`src/rtl/tcycle_scheduler.sv`:
```
// Purpose: divides clk_in into T-cycles/M-cycles and NUM_SLOTS shared-memory slots per T-cycle, with run/pause/step control.
// Latency: first tclk/mclk pulse one clock after leaving PAUSED; tclk period CLK_PER_TCYCLE, mclk period CLK_PER_TCYCLE*TCYCLES_PER_MCYCLE.
// Backpressure: none; run_in is sampled only at M-cycle ends while running, step_in only while PAUSED (never queued).
// Ports:
//   clk_in, rst_in (sync, active-high), run_in (level), step_in (pulse)
//   running_out, phase_out, tidx_out, tclk_out, mclk_out, slot_active_out, slot_start_out, mcycle_count_out
module tcycle_scheduler #(
   parameter int CLK_PER_TCYCLE     = 24,
   parameter int NUM_SLOTS          = 4,
   parameter int SLOT_LEN           = 6,
   parameter int TCYCLES_PER_MCYCLE = 4,
   parameter int MCOUNT_W           = 16,
   localparam int PHASE_W = (CLK_PER_TCYCLE > 1) ? $clog2(CLK_PER_TCYCLE) : 1,
   localparam int TIDX_W  = (TCYCLES_PER_MCYCLE > 1) ? $clog2(TCYCLES_PER_MCYCLE) : 1
) (
   input  logic                clk_in,
   input  logic                rst_in,
   input  logic                run_in,
   input  logic                step_in,
   output logic                running_out,
   output logic [PHASE_W-1:0]  phase_out,
   output logic [TIDX_W-1:0]   tidx_out,
   output logic                tclk_out,
   output logic                mclk_out,
   output logic [NUM_SLOTS-1:0] slot_active_out,
   output logic [NUM_SLOTS-1:0] slot_start_out,
   output logic [MCOUNT_W-1:0] mcycle_count_out
);

   typedef enum logic [1:0] {
      PAUSED = 2'd0,
      RUN    = 2'd1,
      STEP   = 2'd2
   } state_t;

   localparam logic [PHASE_W-1:0] PHASE_LAST = PHASE_W'(CLK_PER_TCYCLE - 1);
   localparam logic [TIDX_W-1:0]  TIDX_LAST  = TIDX_W'(TCYCLES_PER_MCYCLE - 1);

   state_t               state, state_nxt;
   logic [PHASE_W-1:0]   phase;
   logic [TIDX_W-1:0]    tidx;
   logic [MCOUNT_W-1:0]  mcycle_count;

   logic                 advancing;   // registered-state view, drives counting
   logic                 adv_out;     // additionally forced low while reset is held
   logic                 end_m;
   int unsigned          phase_int;

   assign advancing = (state != PAUSED);
   assign end_m     = advancing && (phase == PHASE_LAST) && (tidx == TIDX_LAST);
   assign adv_out   = advancing && !rst_in;
   assign phase_int = 32'(phase);

   // State register and counters
   always_ff @(posedge clk_in) begin
      if (rst_in) begin
         state        <= PAUSED;
         phase        <= '0;
         tidx         <= '0;
         mcycle_count <= '0;
      end else begin
         state <= state_nxt;
         if (advancing) begin
            if (phase == PHASE_LAST) begin
               phase <= '0;
               tidx  <= (tidx == TIDX_LAST) ? '0 : tidx + 1'b1;
            end else begin
               phase <= phase + 1'b1;
            end
         end
         if (end_m) begin
            mcycle_count <= mcycle_count + 1'b1;
         end
      end
   end

   // Next state: leaving RUN/STEP happens only at end_m so PAUSED always sees phase=tidx=0
   always_comb begin
      state_nxt = state;
      unique case (state)
         PAUSED: begin
            if (run_in)       state_nxt = RUN;
            else if (step_in) state_nxt = STEP;
         end
         RUN: begin
            if (end_m && !run_in) state_nxt = PAUSED;
         end
         STEP: begin
            if (end_m) state_nxt = run_in ? RUN : PAUSED;
         end
         default: state_nxt = PAUSED;
      endcase
   end

   // Output decode; everything is forced to zero while reset is asserted
   always_comb begin
      running_out      = adv_out;
      phase_out        = rst_in ? '0 : phase;
      tidx_out         = rst_in ? '0 : tidx;
      mcycle_count_out = rst_in ? '0 : mcycle_count;
      tclk_out         = adv_out && (phase == '0);
      mclk_out         = adv_out && (phase == '0) && (tidx == '0);
      slot_active_out  = '0;
      slot_start_out   = '0;
      for (int k = 0; k < NUM_SLOTS; k++) begin
         // phases at or beyond NUM_SLOTS*SLOT_LEN fall through: settle gap
         if (adv_out && (phase_int >= 32'(k * SLOT_LEN)) && (phase_int < 32'((k + 1) * SLOT_LEN)))
            slot_active_out[k] = 1'b1;
         if (adv_out && (phase_int == 32'(k * SLOT_LEN)))
            slot_start_out[k] = 1'b1;
      end
   end

endmodule

```
`config.mk`:
```
export PLATFORM = sky130hd
export DESIGN_NAME = tcycle_scheduler
export DESIGN_NICKNAME = d
export VERILOG_FILES = /design/src/rtl/tcycle_scheduler.sv
export SDC_FILE = /design/constraint.sdc
export NUM_CORES = 1
export LEC_CHECK = 0
export ABC_AREA = 1
export CAP_MARGIN = 20
export CORE_ASPECT_RATIO = 1.2
export CORE_MARGIN = 4
export CORE_UTILIZATION = 49
export CTS_CLUSTER_SIZE = 30
export DETAILED_ROUTE_END_ITERATION = 6
export PLACE_DENSITY = 0.76
export SYNTH_ARGS = -nofsm -noshare
export SYNTH_HDL_FRONTEND = slang
export SYNTH_SLANG_ARGS = --single-unit
```
`constraint.sdc`:
```
create_clock -name clk_in -period 1.8 [get_ports clk_in]
set_input_delay 0.18 -clock clk_in [delete_from_list [all_inputs] [get_ports clk_in]]
set_output_delay 0.18 -clock clk_in [all_outputs]
set_load 0.01 [all_outputs]
```
==> results of run 1 <==
cell type report:
type / count / area (um^2)
clock buffer: 4 / 26.28
sequential: 25 / 508.0
fill: 292 / 969.7
tap: 36 / 45.04
timing repair buffer: 54 / 501.7
inverter: 30 / 113.9
multi-input combinational: 200 / 973.4
metrics by stage:
stage	util, %	worst slack (ns)
floorplan	-	0.2691
global placement	67.66	-0.1734
detailed placement	67.66	-0.1948
CTS	68.74	0.01593
global route	69.10	0.009113
finish	69.10	0.08752
kinds of logic (layout without fill, tap and decap cells):
| kind of cell | Yosys count | count (layout) |
|---|---|---|
| AND/OR/NAND/NOR | 157 | 157 |
| buffers and inverters | 38 | 88 |
| AO/OA/AOI/OAI | 36 | 36 |
| flip-flops | 25 | 25 |
| adder cells (fa/ha/maj) | 6 | 6 |
| XOR/XNOR | 1 | 1 |
Yosys cell counts, drive strengths merged:
cell type and count:
nand2 68, nor2 62, inv 28, dfxtp 25, a21oi 18, nand3 12, o21ai 10, ha 6
nor3 6, buf 5, nand4 5, a211oi 3, clkbuf 3, a31oi 2, clkinv 2, nor4 2
a32o 1, nand3b 1, nor3b 1, o21bai 1, o31ai 1, xor2 1
sequential cells by signal, summed over array words and instances, names as in the netlist:
register and cells:
tidx 2, mcycle_count 16, phase 5, state 2
worst paths after layout:
path,start,to,depth (start not counted)
setup / recovery,state[1],running_out,4
hold / removal,rst_in,state[1],3
setup reg to reg,phase[0],mcycle_count[5],10
hold reg to reg,mcycle_count[15],mcycle_count[15],2
placed cells by master (no fill, tap or decap), types with 2 or more instances in the layout:
cell type	instances
nor4_1	2
a211oi_1	2
nor2_4	4
a21oi_1	18
nor3_1	6
nand4_1	5
ha_1	6
nand2_1	67
clkbuf_4	3
inv_1	27
dfxtp_2	6
clkdlybuf4s50_1	24
dlygate4sd2_1	10
nand3_1	11
buf_4	16
o21ai_0	9
a31oi_1	2
dfxtp_1	19
dlymetal6s2s_1	2
nor2_1	57
power by group through the flow:
stage          clock network [mW]  logic [mW]  registers, mW
2_1_floorplan                   0      0.0850          0.585
5_1_grt                     0.291       0.180          0.578
6_report                    0.259       0.163          0.576
3_3_place_gp                    0       0.161          0.585
4_1_cts                     0.268       0.163          0.576
3_5_place_dp                    0       0.164          0.585
what timing repair did:
item                                   in CTS  in global routing
buffers inserted                            0                  0
endpoints found under the hold margin       0                  0
setup endpoints to repair                  17                 23
resized for setup                          22                  6
pin swaps                                   0                  0
per-layer routing:
metal,track usage [%],wire length (um)
met4,7.952,108
met1,24.61,1726
met2,35.79,2090
met3,2.372,115
met5,0,0
worst min-delay path: stages:
cell            delay, ns
dlymetal6s2s_1       0.19
buf_12               0.24
a21oi_1              0.06
==> impl_results.md, run 1 <==
* Mapped Cells at 263
* XOR/XNOR Fraction of Synth Area at 0.5385%
* WHS at 0.3770 ns
* Finished layout cell area at 2168 um^2
* Critical path's slowest cell: clkdlybuf4s50_1
* Critical path's top delay family: buffers and inverters
* HP Class: in2reg
* Reg clk slew, reported paths at 0.14 ns
* Setup violators final at 0
* GR Util All Layers at 20.45%
* CP most frequent cell: nor2_4
* Critical path arrival at 1.53 ns
* Vias per inst at 5.138
* Synth unique cells at 31
* Critical path class: reg2out
* Hold_buf cts at 0
* Pins Over Slew Limit at 0
* Vias in the first global route at 1,682
* P_sw at 0.2722 mW
* Post-synth design cell area at 1627 um^2
* Final period utilization at 95.14%
* Core area at 3138 um^2
* First-pass GRT wire length at 7044 um
* Max Cap Violations at 0
* Detailed Place HPWL at 3165 um
* Slew HR at 79.99%
* Buffers & Inverters on Critical Path at 2
* Clk pwr share at 25.9%
* DRC viols at 0
* Total wire length at 4040 um
* Final ANT Viol Nets at 0
* Pleak at 0.8570 nW
* Starting Density at 51.83%
* Internal cell power at 0.7257 mW
* Cell breakdown of the critical path: nor2_4, nor2_4, buf_4, clkdlybuf4s50_1
* Final #Nets at 324
* Sequential power share at 57.7%
* Crit start category: register
* CP Capture Type: output pin
* IO Port Bufs at 37
* Synth top area cells: dfxtp_1 (31%), nand2_1 (15%), nor2_1 (13%), inv_1 (6.5%), a21oi_1 (5.5%)
* Mapped Nets at 273
* Adder-cell share of the synthesized area at 4.615%
* Fmax at 583.9 MHz
* Clock root buffer: clkbuf_4
* Worst Tran Pin Value at 0.2991 ns
* R2R setup slack at 0.21 ns
* Share of post-route cells with drive strength above 1 at 11.50%
* Ant. Diodes at 0
* Post-synthesis compound-gate area fraction at 12.62%
* Layout Cells excl Fill at 349
* Max incr delay on CP at 0.52 ns
* RePlAce Congestion at 0.9169
* Clock Sink Count at 25
* Combinational power share at 16.4%
* Total Power at 0.9979 mW
* FF+latch count, synth at 25
* CP Data Required Time at 1.62 ns
* Detailed Routing Iterations Pass 1 at 4
* Initial DRC Count at 101
* Final-report hold violation count at 0
* Biggest area consumer among synthesized cells: dfxtp_1
* Vias at 1,793
* Routed WL per cell at 11.58 um
* Worst VDD drop at 0.3183 mV
* Synth Area per Inst at 6.185 um^2
* Synth Area in Simple Gates at 41.62%
* Post-layout minimum cycle time at 1.712 ns
* Die Y at 71.12 um
* Final Skew at 0.005102 ns
* Row cnt at 22
* H-tree Lvls at 1
* Placed Cells at 345
* Largest net degree at the start of global routing at 39
* Total global routing overflow at 0
* Post-synthesis mux area share at 0%
* CTS tree: yes
* Die Span X at 60.60 um
* Synth warnings at 0
* Area after DPL at 2123 um^2
* CTS max path bufs at 2
* Status: finished clean
* Main combinational cell family by area after synthesis: simple AND/OR/NAND/NOR gates
* Sw Share at 27.27%
* Seq/Total Area, Yosys at 30.77%
* PD cells at 460.2 nW/um^2
* Antenna violations before repair at 0
* RSZ-0062 raised after global routing: false
* CTS Buf Count at 3
* Crit Path Max Fanout at 5
* Synth top area share at 30.77%
* Setup TNS at 0 ns
* Area delta synth->final at 33.31%
* Clk_lat worst skew at 0.32 ns
* Die ar. at 4309 um^2
* # IOs at 38
No activity file was read; power rests on OpenSTA's default activity.
==> run 2: changes to the inputs <==
--- a/config.mk
+++ b/config.mk
@@ -8,7 +8,7 @@
 export ABC_AREA = 1
 export CAP_MARGIN = 20
 export CORE_ASPECT_RATIO = 1.2
-export CORE_MARGIN = 4
+export CORE_MARGIN = 2
 export CORE_UTILIZATION = 49
 export CTS_CLUSTER_SIZE = 30
 export DETAILED_ROUTE_END_ITERATION = 6
==> run 2 against run 1 <==
Compared with the run above: die area decreased by 12%; register-to-register slack got worse by 0.03 ns; first-iteration DRC count decreased by 0.99%; sequential share of layout area decreased by 0.13 points; critical path depth unchanged; sequential power about the same; non-clock buffer count decreased by 1; routed wire length increased by 3.7%; fmax increased by 1.7%.
==> impl_results.md, run 2 (synthesis results as in run 1) <==
* Vias per inst at 5.204 (was 5.138)
* R2R cell count at 10 (unchanged)
* Setup Buffers After CTS at 0 (unchanged)
* Total global routing overflow at 0 (unchanged)
* Worst Tran Pin Value at 0.3667 ns (was 0.2991 ns)
* H-tree Lvls at 1 (unchanged)
* PD cells at 455.1 nW/um^2 (was 460.2 nW/um^2)
* Internal cell power at 0.7290 mW (was 0.7257 mW)
* Share of post-route cells with drive strength above 1 at 11.22% (was 11.50%)
* Vias at 1,811 (was 1,793)
* Reg clk slew, reported paths at 0.13 ns (was 0.14 ns)
* IO Port Bufs at 37 (unchanged)
* CTS tree: yes (unchanged)
* Critical path class: reg2out (unchanged)
* RePlAce Congestion at 0.8726 (was 0.9169)
* Largest net degree at the start of global routing at 39 (unchanged)
* Max reg flops at 16 (unchanged)
* Starting Density at 52.29% (was 51.83%)
* Pins Over Slew Limit at 0 (unchanged)
* Post-layout minimum cycle time at 1.684 ns (was 1.712 ns)
* Sw Share at 26.54% (was 27.27%)
* Status: finished clean (unchanged)
* Area delta synth->final at 34.08% (was 33.31%)
* Layout Cells excl Fill at 348 (was 349)
* Crit Path Max Fanout at 5 (unchanged)
* GR Util All Layers at 22.78% (was 20.45%)
* CP Data Required Time at 1.62 ns (about the same)
* Clock Sink Count at 25 (unchanged)
* Area after DPL at 2108 um^2 (was 2123 um^2)
* Regs by FF count: mcycle_count: 16 flops, phase: 5 flops (unchanged)
* DRC viols at 0 (unchanged)
* Placed Cells at 343 (was 345)
* Die ar. at 3798 um^2 (was 4309 um^2)
* CP Capture Type: output pin (unchanged)
* Final period utilization at 93.58% (was 95.14%)
* Clock root buffer: clkbuf_4 (unchanged)
* Die Span X at 56.60 um (was 60.60 um)
* Clk_lat worst skew at 0.31 ns (was 0.32 ns)
* Vias in the first global route at 1,691 (was 1,682)
* Final-report hold violation count at 0 (unchanged)
* Initial DRC Count at 100 (was 101)
* PnR worst setup slack at 0.1155 ns (was 0.08752 ns)
* Die Y at 67.12 um (was 71.12 um)
* HP Class: in2reg (unchanged)
* Critical path arrival at 1.50 ns (was 1.53 ns)
* # IOs at 38 (unchanged)
* Ant. Diodes at 0 (unchanged)
* Finished layout cell area at 2181 um^2 (was 2168 um^2)
* Sequential power share at 57.9% (was 57.7%)
* Slew HR at 75.51% (was 79.99%)
* CTS Buf Count at 3 (unchanged)
* Fmax at 593.7 MHz (was 583.9 MHz)
* Detailed Place HPWL at 3155 um (was 3165 um)
* CTS max path bufs at 2 (unchanged)
* Total wire length at 4191 um (was 4040 um)
* Clk pwr share at 24.9% (was 25.9%)
* Crit start category: register (unchanged)
* Max Cap Violations at 0 (unchanged)
* Dpl ws at -0.1613 ns (was -0.1948 ns)
* Routed WL per cell at 12.04 um (was 11.58 um)
* FILL cells at 296 (was 292)
* Pleak at 0.8511 nW (was 0.8570 nW)
* First-pass GRT wire length at 6920 um (was 7044 um)
* RSZ-0062 raised after global routing: false (unchanged)
* Final #Nets at 323 (was 324)
* Biggest register: mcycle_count (unchanged)
* Detailed Routing Iterations Pass 1 at 4 (unchanged)
* Final ANT Viol Nets at 0 (unchanged)
* P_sw at 0.2634 mW (was 0.2722 mW)
* Most frequent cells in the layout: nand2_1 (67), nor2_1 (57), inv_1 (27) (unchanged)
* Most common cell after layout, fill and taps aside: nand2_1 (unchanged)
* Hold_buf cts at 0 (unchanged)
* Core area at 3110 um^2 (was 3138 um^2)
* Final Skew at 0.006134 ns (was 0.005102 ns)
* Hold path depth at 3 (unchanged)
* Combinational power share at 17.2% (was 16.4%)
* Worst VDD drop at 0.3276 mV (was 0.3183 mV)
* Setup violators final at 0 (unchanged)
* Antenna violations before repair at 0 (unchanged)
* Row cnt at 22 (unchanged)
[run 2: cell count changes in the layout (fill, tap and decap cells not counted)]
cell	before	now
buf_4	16	14
clkbuf_16	0	1
clkdlybuf4s15_1	0	1
clkdlybuf4s50_1	24	25
dlygate4sd1_1	1	0
dlygate4sd2_1	10	9
[run 2: metal layers]
metal | vias up | GRT usage (%) | wire [um]
li1 | 944 | - | -
met1 | 829 | 24.73 | 1807
met2 | 32 | 43.75 | 2205
met3 | 6 | 2.913 | 103
met4 | 0 | 10.12 | 74
met5 | - | 0 | 0
[run 2: timing repair]
item	4_1_cts	5_1_grt
resized for setup	19	7
gates cloned	0	1
endpoints found under the setup margin	16	24
[run 2: final cells by class]
| cell class | instances | area [um^2] | share of cell area (%) |
|---|---|---|---|
| sequential | 25 | 508.0 | 23.29 |
| clock buffer | 4 | 26.28 | 1.205 |
| timing repair buffer | 53 | 514.2 | 23.58 |
| inverter | 30 | 113.9 | 5.221 |
| multi-input combinational | 200 | 973.4 | 44.64 |
| tap | 36 | 45.04 | 2.065 |
[run 2: worst paths after layout]
check	start	to	slack, ns
max	state[1]	running_out	0.12
min	step_in	state[1]	0.43
max reg2reg	phase[1]	state[0]	0.18
min reg2reg	mcycle_count[15]	mcycle_count[15]	0.49
[run 2: stage by stage]
stage / TNS (ns) / hold WS [ns] / total power [mW] / utilization, %
final: 0 / 0.4275 / 0.9924 / 70.11
after global routing: 0 / 0.4350 / 1.038 / 70.11
after CTS: 0 / 0.4203 / 0.9972 / 68.87
after detailed placement: -1.023 / 0.4664 / 0.7482 / 67.78
after global placement: -0.7137 / 0.4644 / 0.7452 / 67.78
after floorplan: 0 / 0.3247 / 0.6705 / -
[run 2: power groups by stage]
| stage | clock [mW] | combinational [mW] | sequential (mW) |
|---|---|---|---|
| 2_1_floorplan | 0 | 0.0850 | 0.585 |
| 3_3_place_gp | 0 | 0.161 | 0.584 |
| 3_5_place_dp | 0 | 0.164 | 0.584 |
| 4_1_cts | 0.260 | 0.163 | 0.574 |
| 5_1_grt | 0.275 | 0.186 | 0.576 |
| 6_report | 0.247 | 0.171 | 0.574 |
[run 2: worst max-delay path, stage by stage, from the launching register on]
cell	delay [ns]
dfxtp_2	0.37
nor2_4	0.06
nor2_4	0.12
buf_4	0.13
clkdlybuf4s50_1	0.52
